==> config.mk <==
export PLATFORM = sky130hd
export DESIGN_NAME = operand_fetch_flat
export DESIGN_NICKNAME = d
export VERILOG_FILES = /design/src/rtl/operand_fetch_if.sv /design/src/rtl/operand_fetch.sv /design/src/flat_wrapper.sv
export SDC_FILE = /design/constraint.sdc
export NUM_CORES = 1
export LEC_CHECK = 0
export ABC_AREA = 1
export CAP_MARGIN = 30
export CORE_MARGIN = 2
export CORE_UTILIZATION = 47
export DETAILED_ROUTE_END_ITERATION = 12
export PLACE_DENSITY = 0.87
export RECOVER_POWER = 25
export SLEW_MARGIN = 10
export SYNTH_ARGS = -nofsm -noshare
export SYNTH_HDL_FRONTEND = slang
export SYNTH_SLANG_ARGS = --single-unit
==> constraint.sdc <==
create_clock -name clk -period 4.6 [get_ports clk]
set_input_delay 1.38 -clock clk [delete_from_list [all_inputs] [get_ports clk]]
set_output_delay 1.38 -clock clk [all_outputs]
set_load 0.02 [all_outputs]
==> src/rtl/operand_fetch_if.sv <==
// Operand-fetch stage bus: upstream handshake, register-file read/write nets,
// flush and the downstream output register fields.
interface operand_fetch_if;
  localparam int unsigned XW = 32;
  localparam int unsigned RW = 5;
  localparam int unsigned OW = 6;

  logic          io_in_valid;
  logic          io_in_ready;
  logic [XW-1:0] io_in_inst;
  logic [XW-1:0] io_in_pc;
  logic [RW-1:0] io_rf_addra;
  logic [RW-1:0] io_rf_addrb;
  logic [XW-1:0] io_rf_douta;
  logic [XW-1:0] io_rf_doutb;
  logic          io_wb_we;
  logic [RW-1:0] io_wb_addr;
  logic [XW-1:0] io_wb_data;
  logic          io_flush;
  logic          io_out_valid;
  logic          io_out_ready;
  logic [XW-1:0] io_out_pc;
  logic [OW-1:0] io_out_opcode;
  logic [OW-1:0] io_out_funct;
  logic [RW-1:0] io_out_shamt;
  logic [RW-1:0] io_out_dest;
  logic [XW-1:0] io_out_rs_val;
  logic [XW-1:0] io_out_rt_val;
  logic [XW-1:0] io_out_imm;

  modport slave (
    input  io_in_valid, io_in_inst, io_in_pc, io_rf_douta, io_rf_doutb,
           io_wb_we, io_wb_addr, io_wb_data, io_flush, io_out_ready,
    output io_in_ready, io_rf_addra, io_rf_addrb, io_out_valid, io_out_pc,
           io_out_opcode, io_out_funct, io_out_shamt, io_out_dest,
           io_out_rs_val, io_out_rt_val, io_out_imm
  );

  modport master (
    output io_in_valid, io_in_inst, io_in_pc, io_rf_douta, io_rf_doutb,
           io_wb_we, io_wb_addr, io_wb_data, io_flush, io_out_ready,
    input  io_in_ready, io_rf_addra, io_rf_addrb, io_out_valid, io_out_pc,
           io_out_opcode, io_out_funct, io_out_shamt, io_out_dest,
           io_out_rs_val, io_out_rt_val, io_out_imm
  );
endinterface

==> src/rtl/operand_fetch.sv <==
// MIPS decode/operand-read stage: register-file read with write-port bypass,
// busy-bit scoreboard for RAW/WAW stalls, and a one-entry output register.
module operand_fetch #(
  parameter bit BYPASS_EN = 1'b1
) (
  input logic            clk,
  input logic            rst_n,
  operand_fetch_if.slave bus
);
  localparam int unsigned XW = 32;
  localparam int unsigned RW = 5;
  localparam int unsigned OW = 6;

  logic [OW-1:0] opcode, funct;
  logic [RW-1:0] rs, rt, rd, shamt, dest;
  logic [15:0]   imm16;
  logic [XW-1:0] imm, rs_val, rt_val;
  logic          hit_rs, hit_rt, hazard, in_ready, accept;
  logic [XW-1:0] busy, busy_nxt;

  logic          out_valid;
  logic [XW-1:0] out_pc, out_rs_val, out_rt_val, out_imm;
  logic [OW-1:0] out_opcode, out_funct;
  logic [RW-1:0] out_shamt, out_dest;

  assign opcode = bus.io_in_inst[31:26];
  assign rs     = bus.io_in_inst[25:21];
  assign rt     = bus.io_in_inst[20:16];
  assign rd     = bus.io_in_inst[15:11];
  assign shamt  = bus.io_in_inst[10:6];
  assign funct  = bus.io_in_inst[5:0];
  assign imm16  = bus.io_in_inst[15:0];

  assign bus.io_rf_addra = rs;
  assign bus.io_rf_addrb = rt;

  // Destination register; 0 means the instruction writes nothing.
  always_comb begin
    dest = '0;
    if (opcode == 6'h00) begin
      dest = (funct == 6'h08) ? RW'(0) : rd;
    end else if ((opcode >= 6'h08 && opcode <= 6'h0F) ||
                 (opcode >= 6'h20 && opcode <= 6'h25)) begin
      dest = rt;
    end else if (opcode == 6'h03) begin
      dest = RW'(31);
    end
  end

  always_comb begin
    imm = {{16{imm16[15]}}, imm16};
    case (opcode)
      6'h0C, 6'h0D, 6'h0E: imm = {16'h0000, imm16};
      6'h0F:               imm = {imm16, 16'h0000};
      default:             ;
    endcase
  end

  assign hit_rs = BYPASS_EN && bus.io_wb_we && (bus.io_wb_addr == rs) && (rs != '0);
  assign hit_rt = BYPASS_EN && bus.io_wb_we && (bus.io_wb_addr == rt) && (rt != '0);

  assign rs_val = (rs == '0) ? '0 : (hit_rs ? bus.io_wb_data : bus.io_rf_douta);
  assign rt_val = (rt == '0) ? '0 : (hit_rt ? bus.io_wb_data : bus.io_rf_doutb);

  // A same-cycle write to dest retires the older producer, so no WAW stall.
  assign hazard = (busy[rs] && !hit_rs) ||
                  (busy[rt] && !hit_rt) ||
                  ((dest != '0) && busy[dest] &&
                   !(bus.io_wb_we && (bus.io_wb_addr == dest)));

  assign in_ready = rst_n && !bus.io_flush && !hazard && (!out_valid || bus.io_out_ready);
  assign accept   = bus.io_in_valid && in_ready;
  assign bus.io_in_ready = in_ready;

  // Scoreboard update: write-port clear, flush clear, then accept set wins.
  always_comb begin
    busy_nxt = busy;
    if (bus.io_wb_we) busy_nxt[bus.io_wb_addr] = 1'b0;
    if (bus.io_flush && out_valid && (out_dest != '0)) busy_nxt[out_dest] = 1'b0;
    if (accept && (dest != '0)) busy_nxt[dest] = 1'b1;
    busy_nxt[0] = 1'b0;
  end

  always_ff @(posedge clk or negedge rst_n) begin
    if (!rst_n) busy <= '0;
    else        busy <= busy_nxt;
  end

  always_ff @(posedge clk or negedge rst_n) begin
    if (!rst_n) begin
      out_valid  <= 1'b0;
      out_pc     <= '0;
      out_opcode <= '0;
      out_funct  <= '0;
      out_shamt  <= '0;
      out_dest   <= '0;
      out_rs_val <= '0;
      out_rt_val <= '0;
      out_imm    <= '0;
    end else if (accept) begin
      out_valid  <= 1'b1;
      out_pc     <= bus.io_in_pc;
      out_opcode <= opcode;
      out_funct  <= funct;
      out_shamt  <= shamt;
      out_dest   <= dest;
      out_rs_val <= rs_val;
      out_rt_val <= rt_val;
      out_imm    <= imm;
    end else if (out_valid && (bus.io_out_ready || bus.io_flush)) begin
      out_valid <= 1'b0;
    end
  end

  assign bus.io_out_valid  = out_valid;
  assign bus.io_out_pc     = out_pc;
  assign bus.io_out_opcode = out_opcode;
  assign bus.io_out_funct  = out_funct;
  assign bus.io_out_shamt  = out_shamt;
  assign bus.io_out_dest   = out_dest;
  assign bus.io_out_rs_val = out_rs_val;
  assign bus.io_out_rt_val = out_rt_val;
  assign bus.io_out_imm    = out_imm;
endmodule

==> src/flat_wrapper.sv <==
// flat-port wrapper written by rule: the top's interface ports become plain ports
module operand_fetch_flat 
#(
  parameter bit BYPASS_EN = 1'b1
)
  (clk, rst_n, bus_io_in_valid, bus_io_in_inst, bus_io_in_pc, bus_io_rf_douta, bus_io_rf_doutb, bus_io_wb_we, bus_io_wb_addr, bus_io_wb_data, bus_io_flush, bus_io_out_ready, bus_io_in_ready, bus_io_rf_addra, bus_io_rf_addrb, bus_io_out_valid, bus_io_out_pc, bus_io_out_opcode, bus_io_out_funct, bus_io_out_shamt, bus_io_out_dest, bus_io_out_rs_val, bus_io_out_rt_val, bus_io_out_imm);
  operand_fetch_if bus_i ();
  input logic clk;
  input logic rst_n;
  input wire logic [$bits(bus_i.io_in_valid)-1:0] bus_io_in_valid;
  input wire logic [$bits(bus_i.io_in_inst)-1:0] bus_io_in_inst;
  input wire logic [$bits(bus_i.io_in_pc)-1:0] bus_io_in_pc;
  input wire logic [$bits(bus_i.io_rf_douta)-1:0] bus_io_rf_douta;
  input wire logic [$bits(bus_i.io_rf_doutb)-1:0] bus_io_rf_doutb;
  input wire logic [$bits(bus_i.io_wb_we)-1:0] bus_io_wb_we;
  input wire logic [$bits(bus_i.io_wb_addr)-1:0] bus_io_wb_addr;
  input wire logic [$bits(bus_i.io_wb_data)-1:0] bus_io_wb_data;
  input wire logic [$bits(bus_i.io_flush)-1:0] bus_io_flush;
  input wire logic [$bits(bus_i.io_out_ready)-1:0] bus_io_out_ready;
  output wire logic [$bits(bus_i.io_in_ready)-1:0] bus_io_in_ready;
  output wire logic [$bits(bus_i.io_rf_addra)-1:0] bus_io_rf_addra;
  output wire logic [$bits(bus_i.io_rf_addrb)-1:0] bus_io_rf_addrb;
  output wire logic [$bits(bus_i.io_out_valid)-1:0] bus_io_out_valid;
  output wire logic [$bits(bus_i.io_out_pc)-1:0] bus_io_out_pc;
  output wire logic [$bits(bus_i.io_out_opcode)-1:0] bus_io_out_opcode;
  output wire logic [$bits(bus_i.io_out_funct)-1:0] bus_io_out_funct;
  output wire logic [$bits(bus_i.io_out_shamt)-1:0] bus_io_out_shamt;
  output wire logic [$bits(bus_i.io_out_dest)-1:0] bus_io_out_dest;
  output wire logic [$bits(bus_i.io_out_rs_val)-1:0] bus_io_out_rs_val;
  output wire logic [$bits(bus_i.io_out_rt_val)-1:0] bus_io_out_rt_val;
  output wire logic [$bits(bus_i.io_out_imm)-1:0] bus_io_out_imm;
  assign bus_i.io_in_valid = bus_io_in_valid;
  assign bus_i.io_in_inst = bus_io_in_inst;
  assign bus_i.io_in_pc = bus_io_in_pc;
  assign bus_i.io_rf_douta = bus_io_rf_douta;
  assign bus_i.io_rf_doutb = bus_io_rf_doutb;
  assign bus_i.io_wb_we = bus_io_wb_we;
  assign bus_i.io_wb_addr = bus_io_wb_addr;
  assign bus_i.io_wb_data = bus_io_wb_data;
  assign bus_i.io_flush = bus_io_flush;
  assign bus_i.io_out_ready = bus_io_out_ready;
  assign bus_io_in_ready = bus_i.io_in_ready;
  assign bus_io_rf_addra = bus_i.io_rf_addra;
  assign bus_io_rf_addrb = bus_i.io_rf_addrb;
  assign bus_io_out_valid = bus_i.io_out_valid;
  assign bus_io_out_pc = bus_i.io_out_pc;
  assign bus_io_out_opcode = bus_i.io_out_opcode;
  assign bus_io_out_funct = bus_i.io_out_funct;
  assign bus_io_out_shamt = bus_i.io_out_shamt;
  assign bus_io_out_dest = bus_i.io_out_dest;
  assign bus_io_out_rs_val = bus_i.io_out_rs_val;
  assign bus_io_out_rt_val = bus_i.io_out_rt_val;
  assign bus_io_out_imm = bus_i.io_out_imm;
  operand_fetch #(.BYPASS_EN(BYPASS_EN)) u_core (.clk(clk), .rst_n(rst_n), .bus(bus_i));
endmodule
==> results.cfg <==
[timing]
min_period_ps = 4705
hold_violations = 0
relSlewSlack_pct = -78.23
fin_skew_ps = 20.61
slew_viol_final = 183
max_clock_freq_ghz = 0.2125
setup_ws_ps = -104.8
finalCritPeriodShare_pct = 102.3
hold_slack_ps = 481.3
rsz0062_at_grt = yes
setup_viol = 1
tightest_slew_ps = 2673

[cts]
cts_buffers = 17
clk_latency_ps = 440
cts_tree = done
postCtsHoldBufs = 0
cts_sinks = 182
root_buffer = clkbuf_16
clockBufferDepth = 2
htreeDepth = 4
path_clk_slew_ps = 70

[synthesis]
syn_area_mm2 = 0.01053
yosysSeqAreaShare_pct = 43.26
synthSimpleGateAreaFrac_pct = 20.41
synth_top_area_share_pct = 43.26
synthFlopType = dfrtp_1
synth-xor-area-share_pct = 0.2496
yosysMostFrequentCell = nand2_1
syn_inst = 1365
synth_top_area_cell = dfrtp_1
synthAdderAreaFrac_pct = 0
synth_cell_types = 40
ys_top_cells_by_area = dfrtp_1 (43%), nand2_1 (11%), o21ai_0 (9.3%)
synth.area.mux_share_pct = 0
synth_commonest_cells = nand2_1 (319), o21ai_0 (195), dfrtp_1 (182)
synthesis.nets = 1536
async_flop_share_pct = 100.0
synth.ff_latch_count = 182
yosysWarnings = 0
synth_top_family_by_area = compound AO/OA/AOI/OAI gates
synth_compound_area_share_pct = 24.54
syn_area_per_cell_um2 = 7.713
synth_edf_count = 0

[grt]
grt_max_degree = 183
antenna_found_initial = 0
grt_pass1_wl_um = 59770
grt_usage_pct = 32.09
grt-ovfl-total = 0
grt_pass1_vias = 10720

[drt]
wl_per_cell_um = 19.30
drt_wl_total_um = 39770
ant_nets = 0
drcViolationCount = 0
drtPass1Iterations = 5
drtIter0Drc = 1054
vias_per_cell = 5.553
vias = 11440

[worst_setup_path]
crit_path_end_kind = primary output
slowest_delay_ps = 240
crit_type = in2out
cp_max_fo = 3
path_buf_inv = 5
cp_cell_sequence = buf_8 > nor2_4 > nand3b_1 > nand2_8 > buf_6 > nand2_8 > buf_6 > nand3_2 > nand2_1 > nand2_1 > nand2_1 > nand2_1 > nand2_1 > nor2_2 > nand3_2 > nand2_2 > inv_2 > buf_6
crit_arrival_ps = 3320
critPathRequiredTime_ps = 3220
start_kind = primary input
cpLargestDelayFamily = simple AND/OR/NAND/NOR gates
cp_slowest_cell = nand3b_1
worst_path_most_repeated_cell = nand2_1

[layout]
nNetsFinal = 1938
area_delta_synth_final_pct = 49.48
nFillCells = 1582
drive_gt1_share_pct = 19.16
diodes = 0

[placement]
place_congestion = 1.108
dp_worst_setup_slack_ps = -806.9
dp_hpwl_um = 28430
portBuffers = 332

[die]
die_h_um = 153.7
core-area_mm2 = 0.02189
io_pins = 333
die_w_um = 153.7
start_util_pct = 48.09
die_area_mm2 = 0.02361
row_count = 54

[power]
p_leak_nw = 7.308
p_per_area_mw_per_mm2 = 411.2
ir_worst_vdd_uv = 275.0
power_w = 0.006471

[hold_path]
hold_path.class = reg2reg

[flow_run]
max-cap-violations = 1

[outcome]
status = complete, but fails checks
violations = max-capacitance violations, max-slew violations, negative setup slack
## sequential cells by signal, indices dropped and copies added, names as in the netlist
signal / cells
u_core.bus.io_out_pc: 32
u_core.busy: 31
u_core.bus.io_out_opcode: 6
u_core.bus.io_out_imm: 32
u_core.bus.io_out_dest: 5
u_core.bus.io_out_shamt: 5
u_core.bus.io_out_funct: 6
u_core.bus.io_out_rs_val: 32
u_core.bus.io_out_rt_val: 32
u_core.bus.io_out_valid: 1
## cell usage in the layout (no fill, tap or decap), types with 10 or more instances in the layout
cell             count
a21oi_1             33
nand2_4             10
dfrtp_1            182
o21ai_1             14
o21bai_1            27
inv_1              155
nor2_1             101
a221oi_1            17
clkbuf_16           17
nor3_1              18
o21ai_2             99
nand3_1             37
buf_6               19
nand2_1            305
buf_4              106
clkdlybuf4s50_1    314
o21ai_0            194
## per-layer routing
metal | GRT usage [%] | up-vias | routed length, um
met4 | 13.98 | 0 | 1951
li1 | - | 5267 | -
met3 | 7.356 | 132 | 3650
met5 | 0 | - | 0
met1 | 40.02 | 5368 | 14760
met2 | 53.52 | 673 | 19410
## stage by stage
| step | util, % | cell area, um^2 | std cells | TNS (ps) |
|---|---|---|---|---|
| finish | 71.89 | 15740 | 2060 | -104.8 |
| global route | 71.89 | 15740 | 2060 | -189.2 |
| CTS | 70.69 | 15470 | 2051 | 0 |
| detailed placement | 65.95 | 14440 | 1989 | -806.9 |
| global placement | 65.95 | 14440 | 1989 | -756.9 |
| floorplan | - | 10530 | 1365 | 0 |
## path summary, 6_finish.rpt
path,to,cells past startpoint,from,slack [ps]
max,bus_io_in_ready,18,bus_io_in_inst[30],-100
min,u_core.bus.io_out_pc[23],2,u_core.bus.io_out_pc[23],480
max reg2reg,u_core.bus.io_out_rt_val[23],16,u_core.busy[13],2030
min reg2reg,u_core.bus.io_out_pc[23],2,u_core.bus.io_out_pc[23],480
max in group asynchronous,u_core.busy[11],2,rst_n,970
min in group asynchronous,u_core.busy[17],2,rst_n,1730
## worst reg2reg max path, stage by stage (launching register included)
cell and delay [ps]:
dfrtp_1 360, inv_1 280, a21oi_1 140, o211ai_1 170, nand3_1 100, nand3_1 80
nand2_1 50, nand2_1 50, nor2_1 50, buf_4 150, nor2_2 140, buf_4 150
nand3_4 120, buf_12 200, buf_4 260, nand2_1 90, o21ai_2 50
## cells by family after synthesis
kind of cell	Yosys count
and+or+nand+nor	522
AOI/OAI and AO/OA	406
buffers and inverters	252
DFF	182
xor gates and xnor gates	3
## final cells by class
type / instances / area [um^2] / share of cell area [%]
Clock buffer: 18 / 429.2 / 2.727
Clock inverter: 14 / 186.4 / 1.185
Inverter: 170 / 650.6 / 4.135
Multi-Input combinational cell: 934 / 5122 / 32.55
Sequential cell: 182 / 4554 / 28.94
Tap cell: 280 / 350.3 / 2.226
Timing Repair Buffer: 462 / 4443 / 28.23
## timing repair
action / in CTS / in global routing
hold endpoints to repair: 0 / 0
setup buffers: 25 / 9
resized for setup: 92 / 63
endpoints found under the setup margin: 1 / 1
cloned: 5 / 0
pin swaps: 23 / 29
## power by group
part / internal, W / switching, W / total [W]
combinational: 0.00123 / 0.00145 / 0.00268
clock: 0.000787 / 0.000741 / 0.00153
sequential: 0.00202 / 0.000250 / 0.00227
total: 0.00403 / 0.00244 / 0.00647
(Power assumes the default switching activity.)
